==> src/rtl/uart_cmd_if.sv <==
// Byte stream from the UART receiver plus the audio configuration/status
// outputs of the command controller.
interface uart_cmd_if;
    logic [7:0] RX_DATA;
    logic       RX_VALID;
    logic       RX_FERR;
    logic [7:0] VOLUME;
    logic [7:0] NOTE;
    logic [1:0] WAVE;
    logic       ENABLE;
    logic       BUSY;
    logic       CMD_OK;
    logic       CMD_ERR;
    logic [2:0] ERR_CODE;
    logic [7:0] CMD_COUNT;

    modport master (
        output RX_DATA, RX_VALID, RX_FERR,
        input  VOLUME, NOTE, WAVE, ENABLE, BUSY, CMD_OK, CMD_ERR, ERR_CODE, CMD_COUNT
    );

    modport slave (
        input  RX_DATA, RX_VALID, RX_FERR,
        output VOLUME, NOTE, WAVE, ENABLE, BUSY, CMD_OK, CMD_ERR, ERR_CODE, CMD_COUNT
    );
endinterface

==> src/rtl/uart_cmd_controller.sv <==
// Parses SYNC/ADDR/DATA/CHK packets from the UART receiver, validates them and
// writes the audio configuration registers; reports completion and errors.
module uart_cmd_controller #(
    parameter int unsigned TIMEOUT_CYCLES = 500000,
    parameter logic [7:0]  SYNC_BYTE      = 8'hA5
) (
    input logic       CLK50MHz,
    input logic       RESET,
    uart_cmd_if.slave bus
);
    typedef enum logic [2:0] {S_IDLE, S_ADDR, S_DATA, S_CHECK, S_APPLY} state_t;

    localparam logic [2:0] ERR_NONE    = 3'd0;
    localparam logic [2:0] ERR_CHK     = 3'd1;
    localparam logic [2:0] ERR_ADDR    = 3'd2;
    localparam logic [2:0] ERR_TIMEOUT = 3'd3;
    localparam logic [2:0] ERR_FRAME   = 3'd4;
    // Compared against the pre-increment count: the abort lands on the edge
    // where the counter would reach TIMEOUT_CYCLES-1.
    localparam logic [19:0] TIMER_LAST = 20'(TIMEOUT_CYCLES - 2);

    state_t      state_q, state_d;
    logic [19:0] timer_q, timer_d;
    logic [7:0]  addr_q, data_q;
    logic        latch_addr, latch_data;
    logic        byte_ok, sync_seen;

    logic [7:0]  volume_q, volume_d;
    logic [7:0]  note_q, note_d;
    logic [1:0]  wave_q, wave_d;
    logic        enable_q, enable_d;
    logic        busy_q;
    logic        cmd_ok_q, cmd_ok_d;
    logic        cmd_err_q, cmd_err_d;
    logic [2:0]  err_code_q, err_code_d;
    logic [7:0]  cmd_count_q, cmd_count_d;

    function automatic logic [7:0] checksum(input logic [7:0] a, input logic [7:0] d);
        logic [7:0] sum;
        sum = a + d;
        return ~sum;
    endfunction

    assign byte_ok   = bus.RX_VALID && !bus.RX_FERR;
    assign sync_seen = byte_ok && (bus.RX_DATA == SYNC_BYTE);

    always_ff @(posedge CLK50MHz or negedge RESET) begin
        if (!RESET) begin
            state_q <= S_IDLE;
            timer_q <= '0;
        end else begin
            state_q <= state_d;
            timer_q <= timer_d;
        end
    end

    always_comb begin
        state_d     = state_q;
        timer_d     = timer_q;
        latch_addr  = 1'b0;
        latch_data  = 1'b0;
        volume_d    = volume_q;
        note_d      = note_q;
        wave_d      = wave_q;
        enable_d    = enable_q;
        cmd_ok_d    = 1'b0;
        cmd_err_d   = 1'b0;
        err_code_d  = err_code_q;
        cmd_count_d = cmd_count_q;
        case (state_q)
            S_IDLE: begin
                if (sync_seen) begin
                    state_d = S_ADDR;
                    timer_d = '0;
                end
            end
            S_APPLY: begin
                case (addr_q)
                    8'h00:   volume_d = data_q;
                    8'h01:   note_d   = data_q;
                    default: begin
                        wave_d   = data_q[2:1];
                        enable_d = data_q[0];
                    end
                endcase
                cmd_ok_d    = 1'b1;
                err_code_d  = ERR_NONE;
                cmd_count_d = cmd_count_q + 8'd1;
                state_d     = S_IDLE;
                // A SYNC landing in the apply cycle starts the next packet at once.
                if (sync_seen) begin
                    state_d = S_ADDR;
                    timer_d = '0;
                end
            end
            default: begin
                timer_d = timer_q + 20'd1;
                if (bus.RX_VALID && bus.RX_FERR) begin
                    state_d    = S_IDLE;
                    cmd_err_d  = 1'b1;
                    err_code_d = ERR_FRAME;
                end else if (bus.RX_VALID) begin
                    timer_d = '0;
                    case (state_q)
                        S_ADDR: begin
                            latch_addr = 1'b1;
                            state_d    = S_DATA;
                        end
                        S_DATA: begin
                            latch_data = 1'b1;
                            state_d    = S_CHECK;
                        end
                        default: begin
                            if (bus.RX_DATA != checksum(addr_q, data_q)) begin
                                state_d    = S_IDLE;
                                cmd_err_d  = 1'b1;
                                err_code_d = ERR_CHK;
                            end else if (addr_q > 8'h02) begin
                                state_d    = S_IDLE;
                                cmd_err_d  = 1'b1;
                                err_code_d = ERR_ADDR;
                            end else begin
                                state_d = S_APPLY;
                            end
                        end
                    endcase
                end else if (timer_q == TIMER_LAST) begin
                    state_d    = S_IDLE;
                    cmd_err_d  = 1'b1;
                    err_code_d = ERR_TIMEOUT;
                end
            end
        endcase
    end

    always_ff @(posedge CLK50MHz) begin
        if (latch_addr) addr_q <= bus.RX_DATA;
        if (latch_data) data_q <= bus.RX_DATA;
    end

    always_ff @(posedge CLK50MHz or negedge RESET) begin
        if (!RESET) begin
            volume_q    <= 8'h80;
            note_q      <= 8'h00;
            wave_q      <= 2'd0;
            enable_q    <= 1'b0;
            busy_q      <= 1'b0;
            cmd_ok_q    <= 1'b0;
            cmd_err_q   <= 1'b0;
            err_code_q  <= ERR_NONE;
            cmd_count_q <= 8'h00;
        end else begin
            volume_q    <= volume_d;
            note_q      <= note_d;
            wave_q      <= wave_d;
            enable_q    <= enable_d;
            busy_q      <= (state_d != S_IDLE);
            cmd_ok_q    <= cmd_ok_d;
            cmd_err_q   <= cmd_err_d;
            err_code_q  <= err_code_d;
            cmd_count_q <= cmd_count_d;
        end
    end

    assign bus.VOLUME    = volume_q;
    assign bus.NOTE      = note_q;
    assign bus.WAVE      = wave_q;
    assign bus.ENABLE    = enable_q;
    assign bus.BUSY      = busy_q;
    assign bus.CMD_OK    = cmd_ok_q;
    assign bus.CMD_ERR   = cmd_err_q;
    assign bus.ERR_CODE  = err_code_q;
    assign bus.CMD_COUNT = cmd_count_q;
endmodule

==> src/flat_wrapper.sv <==
// flat-port wrapper written by rule: the top's interface ports become plain ports
module uart_cmd_controller_flat 
#(
    parameter int unsigned TIMEOUT_CYCLES = 500000,
    parameter logic [7:0]  SYNC_BYTE      = 8'hA5
)
  (CLK50MHz, RESET, bus_RX_DATA, bus_RX_VALID, bus_RX_FERR, bus_VOLUME, bus_NOTE, bus_WAVE, bus_ENABLE, bus_BUSY, bus_CMD_OK, bus_CMD_ERR, bus_ERR_CODE, bus_CMD_COUNT);
  uart_cmd_if bus_i ();
  input logic CLK50MHz;
  input logic RESET;
  input wire logic [$bits(bus_i.RX_DATA)-1:0] bus_RX_DATA;
  input wire logic [$bits(bus_i.RX_VALID)-1:0] bus_RX_VALID;
  input wire logic [$bits(bus_i.RX_FERR)-1:0] bus_RX_FERR;
  output wire logic [$bits(bus_i.VOLUME)-1:0] bus_VOLUME;
  output wire logic [$bits(bus_i.NOTE)-1:0] bus_NOTE;
  output wire logic [$bits(bus_i.WAVE)-1:0] bus_WAVE;
  output wire logic [$bits(bus_i.ENABLE)-1:0] bus_ENABLE;
  output wire logic [$bits(bus_i.BUSY)-1:0] bus_BUSY;
  output wire logic [$bits(bus_i.CMD_OK)-1:0] bus_CMD_OK;
  output wire logic [$bits(bus_i.CMD_ERR)-1:0] bus_CMD_ERR;
  output wire logic [$bits(bus_i.ERR_CODE)-1:0] bus_ERR_CODE;
  output wire logic [$bits(bus_i.CMD_COUNT)-1:0] bus_CMD_COUNT;
  assign bus_i.RX_DATA = bus_RX_DATA;
  assign bus_i.RX_VALID = bus_RX_VALID;
  assign bus_i.RX_FERR = bus_RX_FERR;
  assign bus_VOLUME = bus_i.VOLUME;
  assign bus_NOTE = bus_i.NOTE;
  assign bus_WAVE = bus_i.WAVE;
  assign bus_ENABLE = bus_i.ENABLE;
  assign bus_BUSY = bus_i.BUSY;
  assign bus_CMD_OK = bus_i.CMD_OK;
  assign bus_CMD_ERR = bus_i.CMD_ERR;
  assign bus_ERR_CODE = bus_i.ERR_CODE;
  assign bus_CMD_COUNT = bus_i.CMD_COUNT;
  uart_cmd_controller #(.TIMEOUT_CYCLES(TIMEOUT_CYCLES), .SYNC_BYTE(SYNC_BYTE)) u_core (.CLK50MHz(CLK50MHz), .RESET(RESET), .bus(bus_i));
endmodule
==> config.mk <==
export PLATFORM = sky130hd
export DESIGN_NAME = uart_cmd_controller_flat
export DESIGN_NICKNAME = d
export VERILOG_FILES = /design/src/rtl/uart_cmd_if.sv /design/src/rtl/uart_cmd_controller.sv /design/src/flat_wrapper.sv
export SDC_FILE = /design/constraint.sdc
export NUM_CORES = 1
export LEC_CHECK = 0
export ABC_CLOCK_PERIOD_IN_PS = 2900
export CAP_MARGIN = 20
export CORE_MARGIN = 4
export CORE_UTILIZATION = 35
export DETAILED_ROUTE_END_ITERATION = 8
export GPL_TIMING_DRIVEN = 0
export PLACE_DENSITY = 0.65
export SETUP_SLACK_MARGIN = 0.3
export SYNTH_ARGS = -nofsm -noshare
export SYNTH_HDL_FRONTEND = slang
export SYNTH_SLANG_ARGS = --single-unit
==> constraint.sdc <==
create_clock -name CLK50MHz -period 2.9 [get_ports CLK50MHz]
set_input_delay 0.435 -clock CLK50MHz [delete_from_list [all_inputs] [get_ports CLK50MHz]]
set_output_delay 0.435 -clock CLK50MHz [all_outputs]
set_load 0.005 [all_outputs]
==> results.py <==
metrics = {
    "floorplanning": {
        "start_util": 0.3650,
        "dieWidth_um": 109.7,
        "io-pin-count": 45,
        "die-area_um2": 12030,
        "num_rows": 36,
        "die_y_um": 109.7,
        "core_um2": 9910,
    },
    "critical_path": {
        "setup.worst_path.end_class": "register",
        "criticalPathCategory": "reg2reg",
        "startpoint_type": "register",
        "startpoint": "u_core.data_q[0]",
        "regToRegStartpoint": "u_core.data_q[0]",
        "crit_path_max_fanout": 6,
        "arrival_ns": 2.78,
        "critPathRequiredTime_ns": 3.14,
    },
    "power_and_ir_drop": {
        "p_leak_nw": 1.875,
        "peakVddDrop_mv": 0.2243,
        "p_per_area_nw_per_um2": 589.1,
    },
    "clock_tree": {
        "cts.path.max_buffers": 2,
        "htreeDepth": 3,
        "cts.sinks": 72,
        "worstSkewPairLatency_ns": 0.35,
        "cts.reportedPaths.clkPinSlew_ns": 0.09,
        "cts_tree": "done",
        "cts_buffers": 9,
        "cts-root-buf": "clkbuf_8",
    },
    "timing": {
        "fmax_mhz": 393.3,
        "clock_skew_ns": 0.01068,
        "setup_violations": 0,
        "finalHoldViolCount": 0,
        "fin_crit_sh": 0.8768,
        "worst_slack_ns": 0.3572,
        "rsz0062_at_grt": "yes",
        "relSlewSlack": 0.4544,
        "final.min_clock_period_ns": 2.543,
        "tightest_slew_ns": 0.8148,
        "maxSlewViolCount": 0,
    },
    "synth": {
        "synth.largest_area_cell": "dfrtp_1",
        "synth-main-ff-cell": "dfrtp_1",
        "synth-seq-area-share": 0.5206,
        "synth_nets": 356,
        "syn_area_um2": 3617,
        "yosysWarnings": 0,
        "syn_inst": 333,
        "syn_avg_cell_area_um2": 10.86,
        "ys_top_cells_by_area": "dfrtp_1 (38%), edfxtp_1 (13%), mux2_2 (5.3%), o21ai_0 (4.8%), nand2_1 (3.6%)",
        "synth_cell_type_count": 54,
        "async_reset_ff_frac": 0.7778,
        "yosys_register_bits": 72,
        "synth_edf_count": 16,
        "synth_top_area_share": 0.3805,
    },
    "layout": {
        "fin_nets": 419,
        "final_cell_area_um2": 4548,
        "final_cell_mix": "dfrtp_1 (55), clkdlybuf4s50_1 (42), nand2_1 (35)",
        "drive_gt1_frac": 0.1621,
        "diodes": 0,
        "seqCellArea_um2": 1883,
        "final_common_cell": "dfrtp_1",
        "n_fill_cell": 928,
        "multi_input_area_um2": 1685,
        "area_growth_pct": 25.73,
    },
    "drt": {
        "drt-initial-drc-count": 152,
        "drt_wl_total_um": 8260,
        "wire_per_inst_um": 15.47,
        "via_per_inst": 5.247,
        "first_pass_iters": 4,
        "drcViolationCount": 0,
        "drtAntennaViolNets": 0,
        "vias": 2802,
    },
    "placed_design": {
        "place_area_um2": 4254,
        "hpwl_um": 5954,
        "portBuffers": 43,
        "gp_congestion": 0.8375,
        "post-place-ws_ns": -0.03513,
    },
    "worst_hold_path": {
        "hp-class": "in2async",
    },
    "global_routing": {
        "grt_pass1_wl_um": 14060,
        "gr-total-overflow": 0,
        "first_global_vias": 2741,
        "grt_antenna_before_repair": 0,
        "grt_max_degree": 36,
        "grt_usage": 0.1510,
    },
    "flow_run": {
        "cap_violations": 0,
    },
    "run_status": {
        "status": "completed",
    },
}
==> worst paths after layout <==
path | to | slack [ns] | depth (start not counted)
max reg2reg | u_core.bus.ERR_CODE[1] | 0.36 | 11
min reg2reg | u_core.bus.CMD_COUNT[7] | 0.48 | 1
max in group asynchronous | u_core.bus.VOLUME[7] | 2.20 | 2
max | u_core.bus.ERR_CODE[1] | 0.36 | 11
min in group CLK50MHz | u_core.bus.CMD_COUNT[7] | 0.48 | 1
min | u_core.timer_q[5] | 0.07 | 1
==> metrics by stage <==
step,TNS (ns),cells,utilization,power (W),hold WS [ns]
after detailed placement,-0.03513,511,0.4293,0.001791,0.4563
after global placement,-22.35,509,0.4265,0.001771,0.4603
final,0,534,0.4590,0.002679,0.06822
after CTS,0,531,0.4549,0.002698,0.06715
after global routing,0,534,0.4590,0.002837,0.1027
after floorplan,0,333,-,0.001563,0.1394
==> Yosys cell counts, types with 2 or more instances <==
| cell | instances |
|---|---|
| nor4_4 | 2 |
| and3_1 | 7 |
| a21oi_1 | 12 |
| edfxtp_1 | 16 |
| nor4_1 | 3 |
| xor2_1 | 6 |
| nor3b_1 | 3 |
| mux2_2 | 17 |
| nor4bb_1 | 3 |
| nand2_1 | 35 |
| nand2b_1 | 3 |
| xnor2_1 | 14 |
| a311o_1 | 2 |
| maj3_1 | 2 |
| nand4_1 | 11 |
| nor2_1 | 18 |
| ha_1 | 10 |
| nor3_1 | 6 |
| o21ai_0 | 35 |
| and2_1 | 2 |
| nand3_1 | 8 |
| nor4b_1 | 2 |
| a31oi_1 | 8 |
| inv_1 | 8 |
| clkbuf_1 | 12 |
| o21ai_1 | 3 |
| o22ai_1 | 2 |
| and4_1 | 3 |
| dfrtp_1 | 55 |
==> layer usage <==
layer / up-vias / track usage / share of wire
met1: 1395 / 0.2136 / 0.48
met3: 4 / 0.02936 / 0.040
met2: 52 / 0.2258 / 0.48
met4: 0 / 0.06411 / 0.0088
li1: 1351 / - / -
met5: - / 0 / 0
==> sequential cells by signal, summed over array words and instances, names as in the netlist, 3 cells and up <==
register              count
u_core.timer_q           20
u_core.addr_q             8
u_core.bus.CMD_COUNT      8
u_core.bus.NOTE           8
u_core.bus.VOLUME         8
u_core.data_q             8
u_core.bus.ERR_CODE       3
u_core.state_q            3
==> cells by family (layout without fill, tap and decap cells) <==
| logic type | count (synthesis) | count (layout) | share of synthesized area |
|---|---|---|---|
| adder cells (fa/ha/maj) | 13 | 13 | 0.04566 |
| XOR/XNOR | 22 | 22 | 0.05742 |
| AND/OR/NAND/NOR | 109 | 109 | 0.1629 |
| multiplexers | 17 | 17 | 0.05292 |
| buffers and inverters | 22 | 90 | 0.02317 |
| AO/OA/AOI/OAI | 78 | 78 | 0.1373 |
| flip-flops | 72 | 72 | 0.5206 |
==> worst max-delay path, stage by stage (launching register included) <==
cell,delay [ns]
edfxtp_1,0.36
ha_2,0.19
inv_2,0.04
fa_2,0.36
nand2b_1,0.15
a21oi_1,0.24
xor2_1,0.22
o22ai_2,0.11
nor4_4,0.25
buf_4,0.18
a21oi_2,0.08
o221a_1,0.23
==> final cells by class <==
cell class	count	area share
plain buffers	13	0.01100
clock inverters	7	0.02201
repair buffers	52	0.1111
well taps	133	0.03659
multi-input cells	239	0.3706
flip-flops and latches	72	0.4140
clock buffers	9	0.02724
inverters	9	0.007428
==> where the power goes <==
part	total [W]	switching [W]	leakage, nW	internal (W)
logic	0.000609	0.000357	0.850	0.000252
registers	0.00117	0.0000632	0.911	0.00111
clock network	0.000898	0.000404	0.115	0.000493
total	0.00268	0.000824	1.88	0.00185
==> repair_timing <==
item,in CTS,in global routing
setup buffers,4,3
hold buffers,0,0
setup endpoints to repair,6,4
hold endpoints to repair,0,0
pin swaps,2,7
gates resized for setup,0,5
(Power assumes the default switching activity.)
==> edit: new RTL, same settings <==
Re-encode `state_t` (5 states) as one-hot, 5 bits wide.
--- a/src/rtl/uart_cmd_controller.sv
+++ b/src/rtl/uart_cmd_controller.sv
@@ -9,5 +9,5 @@
     uart_cmd_if.slave bus
 );
-    typedef enum logic [2:0] {S_IDLE, S_ADDR, S_DATA, S_CHECK, S_APPLY} state_t;
+    typedef enum logic [4:0] {S_IDLE = 5'b00001, S_ADDR = 5'b00010, S_DATA = 5'b00100, S_CHECK = 5'b01000, S_APPLY = 5'b10000} state_t;
 
     localparam logic [2:0] ERR_NONE    = 3'd0;
Function: same outputs for any inputs over 4 cycles, from zero or initial values and one cycle with RESET low; so few cycles prove little.
==> edit against the original RTL <==
Area after synthesis is 2.1% higher; die area is 1.9% higher; critical path type unchanged; critical endpoint is now u_core.bus.BUSY$_DFF_PN0_; highest routed layer unchanged; setup slack got worse by 18 ps; routed wire length decreased by 2.8%; cell area is 1.1% higher; sequential cell count rose by 2.
Power is not compared: it rests on default switching activity, and its combinational part moved more than twofold at a synthesized area within 25%.
==> edit: results (changes against the original RTL) <==
Cells and area
  • Layout cells sized above 1: 0.152 (was 0.162)
  • Seq area share: 0.421 (was 0.414)
  • Clock buf count: 11 (was 9)
  • Post-Layout Cell Count: 537 (was 534)
  • Clock network area share: 0.0463 (was 0.0492)

Worst setup path
  • FF-to-FF End: u_core.bus.BUSY$_DFF_PN0_ (was u_core.bus.ERR_CODE[1]$_DFFE_PN0P_)
  • CP max FO: 3 (was 6)
  • Worst R2R Setup Slack: 340 ps (was 360 ps)
  • WP data arrival: 2810 ps (was 2780 ps)
  • Top Family by Delay on Critical Path: simple AND/OR/NAND/NOR gates (was compound AO/OA/AOI/OAI gates)
  • Max stage delay cell, worst path: fa_1 (was edfxtp_1)
  • CP peak stage delay: 380 ps (was 360 ps)

Clocking
  • Setup bufs post-CTS: 3 (was 4)

Route
  • Vias per inst: 5.29 (was 5.25)
  • Met2 wire len: 3.81 mm (was 3.93 mm)
  • DR WL met3: 386 um (was 333 um)

Placement
  • # port buffers: 44 (was 43)
  • Post-detail-place hpwl: 5.71 mm (was 5.95 mm)

Synthesis
  • Netlist cell types: 62 (was 54)
  • Largest cells by area after synthesis: dfrtp_1 (38%), edfxtp_1 (13%), mux2_2 (5.8%), o21ai_0 (4.9%), nand2_1 (3.5%) (was dfrtp_1 (38%), edfxtp_1 (13%), mux2_2 (5.3%), o21ai_0 (4.8%), nand2_1 (3.6%))
  • Post-synth ARST share: 0.784 (was 0.778)
  • Synth Register Bits: 74 (was 72)

STA
  • Relative slew slack: 0.361 (was 0.454)
  • Clock Skew: 8.48 ps (was 10.7 ps)

Outcome
  • Outcome: finished clean (unchanged)

GRT
  • Total Routing Usage GR: 0.133 (was 0.151)
  • Global Route met1 Usage: 0.170 (was 0.214)
  • Vias in the first global route: 2821 (was 2741)
  • Grt met2 use: 0.218 (was 0.226)
edit: cell count changes in the layout (fill, tap and decap cells not counted), moves of 4 or more:
cell,change
buf_4,-4
clkbuf_1,-8
o31ai_1,+4
nor2_1,+7
a31oi_1,-4
and3_1,+5
nand4_1,-9
edit: per-stage QoR:
stage	worst slack [ps]	instance area, sq um	power (mW)	setup TNS, ps	hold WS [ps]
floorplan	481	3690	1.18	0	139
global placement	-504	4300	1.24	-28010	466
detailed placement	111	4320	1.25	0	419
CTS	315	4570	2.11	0	31.3
global route	200	4600	2.17	0	55.2
finish	339	4600	2.08	0	31.1
edit: cell families (layout without fill, tap and decap cells):
logic type / count (synthesis) / count (layout) / synth area share
XOR/XNOR: 18 / 18 / 0.0447
adder cells (fa/ha/maj): 11 / 11 / 0.0393
buffers and inverters: 13 / 78 / 0.0142
AO/OA/AOI/OAI: 81 / 81 / 0.139
AND/OR/NAND/NOR: 117 / 117 / 0.173
multiplexers: 22 / 22 / 0.0661
flip-flops: 74 / 74 / 0.524
